===== src/rtl/writeback_pkg.sv =====
// writeback_pkg: shared CPU parameters, pipeline types and write-back helpers.
//   cpu_parameters : xlen (data width), age_max (arbiter starvation limit)
//   interfaces_pkg : wb_state_e (RUN/FLUSH), wb_entry (rd, data, exception, target)
//   writeback_pkg  : unit indices and the fixed-priority pick helper
package cpu_parameters;
    localparam int xlen    = 32;
    localparam int age_max = 4;
endpackage

package interfaces_pkg;
    typedef enum logic {
        RUN,
        FLUSH
    } wb_state_e;

    typedef struct packed {
        logic [4:0]                     rd;
        logic [cpu_parameters::xlen-1:0] data;
        logic                           exception;
        logic [cpu_parameters::xlen-1:0] target;
    } wb_entry;
endpackage

package writeback_pkg;
    localparam int N_UNITS  = 3;
    localparam int UNIT_ALU = 0;
    localparam int UNIT_LSU = 1;
    localparam int UNIT_CSR = 2;

    // Fixed priority CSR > LSU > ALU, returns a one-hot (or zero) grant.
    function automatic logic [N_UNITS-1:0] prio_pick(input logic [N_UNITS-1:0] r);
        return r[UNIT_CSR] ? 3'b100 : r[UNIT_LSU] ? 3'b010 : r[UNIT_ALU] ? 3'b001 : 3'b000;
    endfunction
endpackage


===== src/rtl/writeback_if.sv =====
// writeback_if: result offers from ALU/LSU/CSR and the write-back outputs.
//   offers   : <unit>_v, <unit>_rd, <unit>_result, csr_exception, csr_target
//   grants   : alu_ok, lsu_ok, csr_ok (combinational, offer consumed that cycle)
//   outputs  : rf_we, rf_rd, rf_wdata, instret_v, flush, pc_target (registered)
//   master   : the pipeline side driving offers; slave : the writeback stage
interface writeback_if #(
    parameter int XLEN = cpu_parameters::xlen
);
    logic            alu_v;
    logic [4:0]      alu_rd;
    logic [XLEN-1:0] alu_result;
    logic            lsu_v;
    logic [4:0]      lsu_rd;
    logic [XLEN-1:0] lsu_result;
    logic            csr_v;
    logic [4:0]      csr_rd;
    logic [XLEN-1:0] csr_result;
    logic            csr_exception;
    logic [XLEN-1:0] csr_target;
    logic            alu_ok;
    logic            lsu_ok;
    logic            csr_ok;
    logic            rf_we;
    logic [4:0]      rf_rd;
    logic [XLEN-1:0] rf_wdata;
    logic            instret_v;
    logic            flush;
    logic [XLEN-1:0] pc_target;

    modport master (
        output alu_v, alu_rd, alu_result,
        output lsu_v, lsu_rd, lsu_result,
        output csr_v, csr_rd, csr_result, csr_exception, csr_target,
        input  alu_ok, lsu_ok, csr_ok,
        input  rf_we, rf_rd, rf_wdata, instret_v, flush, pc_target
    );

    modport slave (
        input  alu_v, alu_rd, alu_result,
        input  lsu_v, lsu_rd, lsu_result,
        input  csr_v, csr_rd, csr_result, csr_exception, csr_target,
        output alu_ok, lsu_ok, csr_ok,
        output rf_we, rf_rd, rf_wdata, instret_v, flush, pc_target
    );
endinterface


===== src/rtl/writeback_arbiter.sv =====
// wb_arbiter: age-based priority arbiter for the three result producers.
//   clk, rst_n : clock, asynchronous active-low reset
//   req        : {csr, lsu, alu} offer valid
//   urgent     : CSR exception pending, wins unconditionally
//   block      : suppress all grants and clear ages (flush cycle)
//   gnt        : one-hot combinational grant, zero while in reset
module wb_arbiter
    import writeback_pkg::*;
#(
    parameter int AGE_MAX = cpu_parameters::age_max
) (
    input  logic               clk,
    input  logic               rst_n,
    input  logic [N_UNITS-1:0] req,
    input  logic               urgent,
    input  logic               block,
    output logic [N_UNITS-1:0] gnt
);
    localparam int AW = $clog2(AGE_MAX + 1);
    localparam logic [AW-1:0] AMAX = AW'(AGE_MAX);

    logic [N_UNITS-1:0][AW-1:0] age_q, age_d;
    logic [N_UNITS-1:0]         aged;

    always_comb begin
        for (int i = 0; i < N_UNITS; i++) aged[i] = req[i] && age_q[i] == AMAX;
        // Starved requesters override default priority; among several starved
        // ones the default order breaks the tie.
        gnt = (!rst_n || block) ? '0 :
              urgent            ? 3'b100 :
              (|aged)           ? prio_pick(aged) : prio_pick(req);
        for (int i = 0; i < N_UNITS; i++)
            age_d[i] = (block || !req[i] || gnt[i]) ? '0 :
                       (age_q[i] == AMAX)           ? age_q[i] : age_q[i] + 1'b1;
    end

    always_ff @(posedge clk or negedge rst_n) begin
        if (!rst_n) age_q <= '0;
        else        age_q <= age_d;
    end
endmodule


===== src/rtl/writeback.sv =====
// writeback: arbitrates ALU/LSU/CSR results into the register file, pulses
// retire, and turns a granted CSR exception into a one-cycle flush/redirect.
//   clk, rst_n : clock, asynchronous active-low reset
//   wb         : writeback_if.slave carrying offers, grants and outputs
module writeback
    import writeback_pkg::*;
    import interfaces_pkg::*;
#(
    parameter int XLEN    = cpu_parameters::xlen,
    parameter int AGE_MAX = cpu_parameters::age_max
) (
    input  logic     clk,
    input  logic     rst_n,
    writeback_if.slave wb
);
    wb_state_e          state_q, state_d;
    logic               rf_we_q, rf_we_d;
    logic [4:0]         rf_rd_q, rf_rd_d;
    logic [XLEN-1:0]    rf_wdata_q, rf_wdata_d;
    logic               instret_q, instret_d;
    logic [XLEN-1:0]    pc_target_q, pc_target_d;
    logic [N_UNITS-1:0] req, gnt;
    logic               any;
    wb_entry            sel;

    assign req = {wb.csr_v | wb.csr_exception, wb.lsu_v, wb.alu_v};

    wb_arbiter #(.AGE_MAX(AGE_MAX)) u_arb (
        .clk    (clk),
        .rst_n  (rst_n),
        .req    (req),
        .urgent (wb.csr_exception),
        .block  (state_q == FLUSH),
        .gnt    (gnt)
    );

    always_comb begin
        any = |gnt;
        sel = gnt[UNIT_CSR] ? wb_entry'{rd: wb.csr_rd, data: wb.csr_result,
                                        exception: wb.csr_exception, target: wb.csr_target} :
              gnt[UNIT_LSU] ? wb_entry'{rd: wb.lsu_rd, data: wb.lsu_result,
                                        exception: 1'b0, target: '0} :
                              wb_entry'{rd: wb.alu_rd, data: wb.alu_result,
                                        exception: 1'b0, target: '0};
        // FLUSH never grants, so it always falls back to RUN after one cycle.
        state_d     = (any && sel.exception) ? FLUSH : RUN;
        instret_d   = any && !sel.exception;
        rf_we_d     = instret_d && sel.rd != 5'd0;
        rf_rd_d     = instret_d ? sel.rd : rf_rd_q;
        rf_wdata_d  = instret_d ? sel.data : rf_wdata_q;
        pc_target_d = (state_d == FLUSH) ? sel.target : pc_target_q;
    end

    always_ff @(posedge clk or negedge rst_n) begin
        if (!rst_n) begin
            state_q     <= RUN;
            rf_we_q     <= 1'b0;
            rf_rd_q     <= '0;
            rf_wdata_q  <= '0;
            instret_q   <= 1'b0;
            pc_target_q <= '0;
        end else begin
            state_q     <= state_d;
            rf_we_q     <= rf_we_d;
            rf_rd_q     <= rf_rd_d;
            rf_wdata_q  <= rf_wdata_d;
            instret_q   <= instret_d;
            pc_target_q <= pc_target_d;
        end
    end

    assign wb.alu_ok    = gnt[UNIT_ALU];
    assign wb.lsu_ok    = gnt[UNIT_LSU];
    assign wb.csr_ok    = gnt[UNIT_CSR];
    assign wb.rf_we     = rf_we_q;
    assign wb.rf_rd     = rf_rd_q;
    assign wb.rf_wdata  = rf_wdata_q;
    assign wb.instret_v = instret_q;
    assign wb.flush     = state_q == FLUSH;
    assign wb.pc_target = pc_target_q;
endmodule


===== src/flat_wrapper.sv =====
// flat-port wrapper written by rule: the top's interface ports become plain ports
module writeback_flat import writeback_pkg::*; import interfaces_pkg::*;
#(
    parameter int XLEN    = cpu_parameters::xlen,
    parameter int AGE_MAX = cpu_parameters::age_max
)
  (clk, rst_n, wb_alu_v, wb_alu_rd, wb_alu_result, wb_lsu_v, wb_lsu_rd, wb_lsu_result, wb_csr_v, wb_csr_rd, wb_csr_result, wb_csr_exception, wb_csr_target, wb_alu_ok, wb_lsu_ok, wb_csr_ok, wb_rf_we, wb_rf_rd, wb_rf_wdata, wb_instret_v, wb_flush, wb_pc_target);
  writeback_if #(.XLEN(XLEN)) wb_i ();
  input  logic clk;
  input  logic rst_n;
  input wire logic [$bits(wb_i.alu_v)-1:0] wb_alu_v;
  input wire logic [$bits(wb_i.alu_rd)-1:0] wb_alu_rd;
  input wire logic [$bits(wb_i.alu_result)-1:0] wb_alu_result;
  input wire logic [$bits(wb_i.lsu_v)-1:0] wb_lsu_v;
  input wire logic [$bits(wb_i.lsu_rd)-1:0] wb_lsu_rd;
  input wire logic [$bits(wb_i.lsu_result)-1:0] wb_lsu_result;
  input wire logic [$bits(wb_i.csr_v)-1:0] wb_csr_v;
  input wire logic [$bits(wb_i.csr_rd)-1:0] wb_csr_rd;
  input wire logic [$bits(wb_i.csr_result)-1:0] wb_csr_result;
  input wire logic [$bits(wb_i.csr_exception)-1:0] wb_csr_exception;
  input wire logic [$bits(wb_i.csr_target)-1:0] wb_csr_target;
  output wire logic [$bits(wb_i.alu_ok)-1:0] wb_alu_ok;
  output wire logic [$bits(wb_i.lsu_ok)-1:0] wb_lsu_ok;
  output wire logic [$bits(wb_i.csr_ok)-1:0] wb_csr_ok;
  output wire logic [$bits(wb_i.rf_we)-1:0] wb_rf_we;
  output wire logic [$bits(wb_i.rf_rd)-1:0] wb_rf_rd;
  output wire logic [$bits(wb_i.rf_wdata)-1:0] wb_rf_wdata;
  output wire logic [$bits(wb_i.instret_v)-1:0] wb_instret_v;
  output wire logic [$bits(wb_i.flush)-1:0] wb_flush;
  output wire logic [$bits(wb_i.pc_target)-1:0] wb_pc_target;
  assign wb_i.alu_v = wb_alu_v;
  assign wb_i.alu_rd = wb_alu_rd;
  assign wb_i.alu_result = wb_alu_result;
  assign wb_i.lsu_v = wb_lsu_v;
  assign wb_i.lsu_rd = wb_lsu_rd;
  assign wb_i.lsu_result = wb_lsu_result;
  assign wb_i.csr_v = wb_csr_v;
  assign wb_i.csr_rd = wb_csr_rd;
  assign wb_i.csr_result = wb_csr_result;
  assign wb_i.csr_exception = wb_csr_exception;
  assign wb_i.csr_target = wb_csr_target;
  assign wb_alu_ok = wb_i.alu_ok;
  assign wb_lsu_ok = wb_i.lsu_ok;
  assign wb_csr_ok = wb_i.csr_ok;
  assign wb_rf_we = wb_i.rf_we;
  assign wb_rf_rd = wb_i.rf_rd;
  assign wb_rf_wdata = wb_i.rf_wdata;
  assign wb_instret_v = wb_i.instret_v;
  assign wb_flush = wb_i.flush;
  assign wb_pc_target = wb_i.pc_target;
  writeback #(.XLEN(XLEN), .AGE_MAX(AGE_MAX)) u_core (.clk(clk), .rst_n(rst_n), .wb(wb_i));
endmodule

===== config.mk =====
export PLATFORM = sky130hd
export DESIGN_NAME = writeback_flat
export DESIGN_NICKNAME = d
export VERILOG_FILES = /design/src/rtl/writeback_pkg.sv /design/src/rtl/writeback_if.sv /design/src/rtl/writeback_arbiter.sv /design/src/rtl/writeback.sv /design/src/flat_wrapper.sv
export SDC_FILE = /design/constraint.sdc
export NUM_CORES = 1
export LEC_CHECK = 0
export ABC_AREA = 1
export CORE_MARGIN = 5
export CORE_UTILIZATION = 39
export DETAILED_ROUTE_END_ITERATION = 10
export GPL_ROUTABILITY_DRIVEN = 0
export PLACE_DENSITY_LB_ADDON = 0.12
export SLEW_MARGIN = 10
export SYNTH_ARGS = -nofsm -noshare
export SYNTH_HDL_FRONTEND = slang
export SYNTH_SLANG_ARGS = --single-unit

===== constraint.sdc =====
create_clock -name clk -period 4.5 [get_ports clk]
set_clock_uncertainty 0.15 [all_clocks]
set_input_delay 0.675 -clock clk [delete_from_list [all_inputs] [get_ports clk]]
set_output_delay 0.675 -clock clk [all_outputs]
set_load 0.02 [all_outputs]

* Word-level counts from Yosys, hierarchy flattened
Cells that the tools add are included. Widths: inputs -> output; s select.
Word-level totals: ROM bits 0, latch bits 0, output and inout port bits 75, RAM bits 0, bits of input ports 149, memories 0, bits in registers 81
Operators by class: divide/modulo/power cells 0, order comparisons 0, equality and inequality tests 6, reductions and logical operators 21, muxes and demuxes 18, shifts and indexed selects 0, bitwise gates (word level) 1, add/sub/neg operators 3, multiply operators 0
Operators with widths (number):
- $mux 70 | 2
- $mux 3 | 11
- $add 3x1->3 const B | 3
- $eq 3x3->1 const B | 3
- $logic_or 1x1->1 | 7
- $logic_and 1x1->1 | 6
- $reduce_or 3->1 | 2
- $logic_not 1->1 | 5
- $reduce_bool 5->1 | 1
- $mux 2 | 2
- $ne 2x2->1 const B | 2
- $mux 1 | 3
- $ne 2x1->1 const B | 1
- $or 1x1->1 | 1

* Depth between registers and ports, before layout
depth in word-level cells 13, depth in mapped cells 15, mapped depth without buffers 15

* Cells and area by module
A second synthesis with hierarchy kept.
Second synthesis, totals: cell total of the unflattened synthesis 518, area, all modules 4006.3 sq um
By module, submodules not included:
- writeback | instances 1, sequential area each 1801.7 sq um, area each 3357.0 sq um, cells each 435
- wb_arbiter | instances 1, sequential area each 225.2 sq um, area each 649.4 sq um, cells each 83

* Worst setup path before layout
OpenSTA, ideal clock, no wires.
path type input-to-output, from in rst_n, to out wb_lsu_ok, path slack 2235 ps, stages on the path 7, path buffers 1, data required time 3675 ps, arrival 1440 ps, cells stage by stage nand2_1 nor2_1 nand2_2 nor2_8 nand2_8 inv_4 buf_4
Between the ends: longest elaborated chain between the ends 3
Ends and longest elaborated chain:
- start, declared | line flat_wrapper.sv:10 | input logic rst_n;
- $logic_not 1->1 (no line)
- $logic_or 1x1->1 | line writeback_arbiter.sv:29 | gnt = (!rst_n || block) ? '0 :
- $mux 3 | line writeback_arbiter.sv:29
- end, declared | line flat_wrapper.sv:23 | output wire logic [$bits(wb_i.lsu_ok)-1:0] wb_lsu_ok;
No other way between the ends.

* Worst setup path in the final report
from in wb_csr_exception, to out wb_lsu_ok
Between the ends: longest elaborated chain between the ends 6
Ends and longest elaborated chain:
- start, declared | line flat_wrapper.sv:20 | input wire logic [$bits(wb_i.csr_exception)-1:0] wb_csr_exception;
- $or 1x1->1 | line writeback.sv:26 | assign req = {wb.csr_v | wb.csr_exception, wb.lsu_v, wb.alu_v};
- $logic_and 1x1->1 | line writeback_arbiter.sv:26 | for (int i = 0; i < N_UNITS; i++) aged[i] = req[i] && age_q[i] == AMAX;
- $reduce_or 3->1 or $mux 3 (tied branches) | line writeback_arbiter.sv:31, writeback_pkg.sv:32
- $mux 3 | line writeback_arbiter.sv:31 | (|aged) ? prio_pick(aged) : prio_pick(req);
- $mux 3 (*) | line writeback_arbiter.sv:30 | urgent ? 3'b100 :
- $mux 3 (*) | line writeback_arbiter.sv:29
Mark *: on every way between the ends. The rest lies on a longest branch, timed or not.

==> results.md <==
- The flow ran to the end, and the final reports show no timing, DRC or antenna violations.
- The fraction of registers with async set/reset is 100.0%.
- The post-route non-filler standard cell count is 930.
- The number of cells in the design after placement is 915.
- The placeable core area is 0.01089 mm².
- The sequential cell area fraction in the yosys report is 46.69%.
- The yosys synthesis warning count is 0.
- The post-detailed-route DRC marker count is 0.
- Synthesis handed over a netlist of 576 instances.
- Data on the critical path arrives at its endpoint at 3.06 ns.
- The chip height is 115.5 µm.
- TritonCTS built the clock tree.
- The number of top-level pins is 224.
- The final hold violation count was 0.
- The area of the die is 0.01334 mm².
- The portion of synthesized cell area occupied by the leading cell type is 46.69%.
- Walking the worst path, the cells encountered are clkdlybuf4s50_1, inv_2, nand2_4, nand2_2, nand2_2, nor2_8, nand2_8, inv_4, clkdlybuf4s50_1.
- The number of buffer and inverter instances along the worst setup path is 4.
- The chip width is 115.5 µm.
- The required arrival time at the worst endpoint is 3.67 ns.
- The number of global-route vias before repair is 4296.
- Along the worst path, the maximum fanout reaches 40.
- By area the synthesized netlist is led by sky130_fd_sc_hd__dfrtp_1, sky130_fd_sc_hd__nand2_1, sky130_fd_sc_hd__inv_1, sky130_fd_sc_hd__nor2_1, sky130_fd_sc_hd__a21oi_1.
- The deepest level of the CTS H-tree is 3.
- In the final routed layout, each cell accounts on average for 14.19 µm.
- Setup repair after global routing left no endpoint under its margin.
- The number of placement rows is 38.
- The number of storage elements in the synthesis netlist is 81.
- The TritonCTS sink count is 81.
- The vias per cell is 4.665.
- The maximum vdd drop is 0.0002002 V.
- Power comes to 2458 µW.
- The layout cell share with drive strength beyond 1 is 8.354%.
- The category of cells accounting for the largest share of critical-path delay is buffers and inverters.
- STA classifies the critical path startpoint as an input pin.
- The post-synthesis instance area is 0.004342 mm².
- Global routing finished with a remaining overflow of 0.
- The hold buffer count at cts is 0.
- The number of gates resized after CTS was 0.
- The HPWL after detailed placement is 9835 µm.
- The count of nets left with antenna violations once routing finished came out at 0.
- Setup violations remaining at the end of the flow were counted as 0.
- The slowest stage of the critical path belongs to the cell sky130_fd_sc_hd__clkdlybuf4s50_1.
- The number of setup buffers added after CTS is 0.
- A synthesized cell averages 7.538 µm².
- The endpoint class of the critical path is an output pin.
- The number of nets in the final layout is 941.
- For this configuration, the core starts out at a cell density of 39.88%.
- The total clock buffers created by CTS is 9.
- The number of enable flip-flop cells after synthesis is 0.
- Headroom to the max-slew limit came out at 33.44%.
- The net count of the mapped netlist is 731.
- Adding up every negative setup slack in the final design gives 0 ns.
- The first global-routing pass estimated 20500 µm of wire.
- Entering global routing, the biggest net connects 82 pins.
- Across every metal layer, demand over resource in global routing totals 19.11%.
- The post-CTS clock slew at the launch and capture registers of the worst setup and hold paths is 0.07 ns.
- The routed wire length is 13200 µm.
- Counting along the longest clock path gives a buffer depth of 2.
- The time the final worst path needs with I/O delays and setup is 3.882 ns.
- The number of violations of the max-capacitance limit is 0.
- From synthesis to final layout, the design area changed by 56.92%.
- The later pin in the worst-skew pair is clocked with a latency of 0.34 ns.
- The most common flop cell mapped by yosys is sky130_fd_sc_hd__dfrtp_1.
- Hold is met by 0.3226 ns.
- The number of fill cells is 977.
- In the finished design, the share of the clock period the worst path needs comes to 86.26%.
- For this run, the slowest stage of the critical path takes 0.68 ns.
- The slew at the pin with the worst max-slew slack is 0.9984 ns.
- Buffers placed on the I/O ports in this run total 223.
- The number of detailed-routing iterations run before antenna repair is 5.
- The total vias in the final route is 4338.
- The number of DRC violations after detailed-routing iteration 0 is 188.
- The top cell type by total area after synthesis is sky130_fd_sc_hd__dfrtp_1.
- The number of pins with negative max-slew slack in the final report is 0.
- The repair_antennas step left the layout with diodes totalling 0.
- The classification of the worst-slack hold path is reg2reg.
- For this design the ratio of total power to cell area is 360.8 mW/mm².
- In this run the clock root is driven by a sky130_fd_sc_hd__clkbuf_8.
- The worst setup path category is in2out.
- The initial antenna violation count came to 0.
- The synthesized netlist contains 31 unique library cells.
- Derived from the worst setup path, the maximum achievable clock frequency is 257.6 MHz.
- The leakage power summed over all cells is 0.003296 µW.
-- power breakdown --
part           internal [µW]  total, µW  switching, µW
sequential               873        955           81.8
combinational            453        936            483
clock                    310        567            257
-- sequential cells by signal, summed over array words and instances (netlist names) --
register	count
u_core.wb.rf_we	1
u_core.u_arb.age_q	9
u_core.wb.instret_v	1
u_core.wb.rf_rd	5
u_core.wb.pc_target	32
u_core.wb.rf_wdata	32
u_core.wb.flush	1
-- Yosys cell counts (3+ instances only) --
library cell and instances:
sky130_fd_sc_hd__buf_2 11, sky130_fd_sc_hd__nand2_2 15, sky130_fd_sc_hd__ha_1 6, sky130_fd_sc_hd__dfrtp_1 81, sky130_fd_sc_hd__a21oi_1 29, sky130_fd_sc_hd__nor2_2 4, sky130_fd_sc_hd__buf_4 4, sky130_fd_sc_hd__clkbuf_1 8
sky130_fd_sc_hd__xnor2_1 3, sky130_fd_sc_hd__o21ai_2 6, sky130_fd_sc_hd__inv_1 46, sky130_fd_sc_hd__nand2_1 241, sky130_fd_sc_hd__nand3_1 18, sky130_fd_sc_hd__o21ai_0 12, sky130_fd_sc_hd__nor2_1 41, sky130_fd_sc_hd__inv_2 4
sky130_fd_sc_hd__o21ai_1 20, sky130_fd_sc_hd__a21oi_2 10
-- cells in the final DEF, fill, tap and decap left out, types with 3 or more instances in the layout --
cell type / n
sky130_fd_sc_hd__clkdlybuf4s50_1: 222
sky130_fd_sc_hd__nor2_2: 5
sky130_fd_sc_hd__a21oi_1: 29
sky130_fd_sc_hd__xnor2_1: 3
sky130_fd_sc_hd__ha_1: 6
sky130_fd_sc_hd__buf_4: 4
sky130_fd_sc_hd__clkbuf_8: 9
sky130_fd_sc_hd__o21ai_0: 12
sky130_fd_sc_hd__inv_1: 46
sky130_fd_sc_hd__o21ai_2: 6
sky130_fd_sc_hd__nand3_1: 18
sky130_fd_sc_hd__dfrtp_1: 81
sky130_fd_sc_hd__nand2_2: 15
sky130_fd_sc_hd__nor2_1: 40
sky130_fd_sc_hd__a21oi_2: 10
sky130_fd_sc_hd__nand2_1: 241
sky130_fd_sc_hd__inv_2: 4
sky130_fd_sc_hd__o21ai_1: 20
-- layer usage --
layer	part of all wire, %	track usage (%)	up-vias
met5	0	0	-
met4	1.7	5.790	0
met3	11	7.572	18
met2	46	32.18	174
met1	41	22.57	1960
li1	-	-	2186
-- layout make-up --
cell class | instances | area, µm² | share of cell area [%]
Tap cell | 140 | 175.2 | 2.571
Inverter | 51 | 193.9 | 2.847
Timing Repair Buffer | 226 | 2252 | 33.06
Multi-Input combinational cell | 417 | 1956 | 28.71
Clock inverter | 5 | 81.33 | 1.194
Sequential cell | 81 | 2027 | 29.75
Clock buffer | 10 | 127.6 | 1.873
-- path summary, 6_finish.rpt --
kind | from | end | slack [ns] | cells after the start
setup / recovery | wb_csr_exception | wb_lsu_ok | 0.62 | 9
hold / removal | u_core.wb.rf_wdata[30] | u_core.wb.rf_wdata[30] | 0.32 | 2
setup reg to reg | u_core.u_arb.age_q[6] | u_core.wb.rf_rd[2] | 1.30 | 11
hold reg to reg | u_core.wb.rf_wdata[30] | u_core.wb.rf_wdata[30] | 0.32 | 2
max in group asynchronous | rst_n | u_core.wb.rf_wdata[11] | 3.10 | 2
min in group asynchronous | rst_n | u_core.u_arb.age_q[6] | 0.47 | 2
-- through the flow --
step | cell area (µm²) | util (%) | setup slack (ns)
final | 6813 | 62.57 | 0.6181
after CTS | 6813 | 62.57 | 0.6000
after detailed placement | 6604 | 60.65 | 0.5998
after floorplan | 4342 | - | 2.235
after global routing | 6813 | 62.57 | 0.4622
after global placement | 6604 | 60.65 | 0.6762
-- worst register-to-register path: cells and delay by family (launching register included) --
family	cells	cell delay, ns
compound gates	2	0.85
buf+inv	3	0.74
simple gates	5	0.74
flops	1	0.40
fa+ha+maj	1	0.17
-- kinds of logic after synthesis --
group,synth area share (%)
AOI/OAI and AO/OA,10.92
xor gates and xnor gates,1.009
adders and majority gates,1.729
buffers and inverters,8.329
DFF,46.69
and+or+nand+nor,31.33
Note: power is estimated with default switching activity, not from simulation.
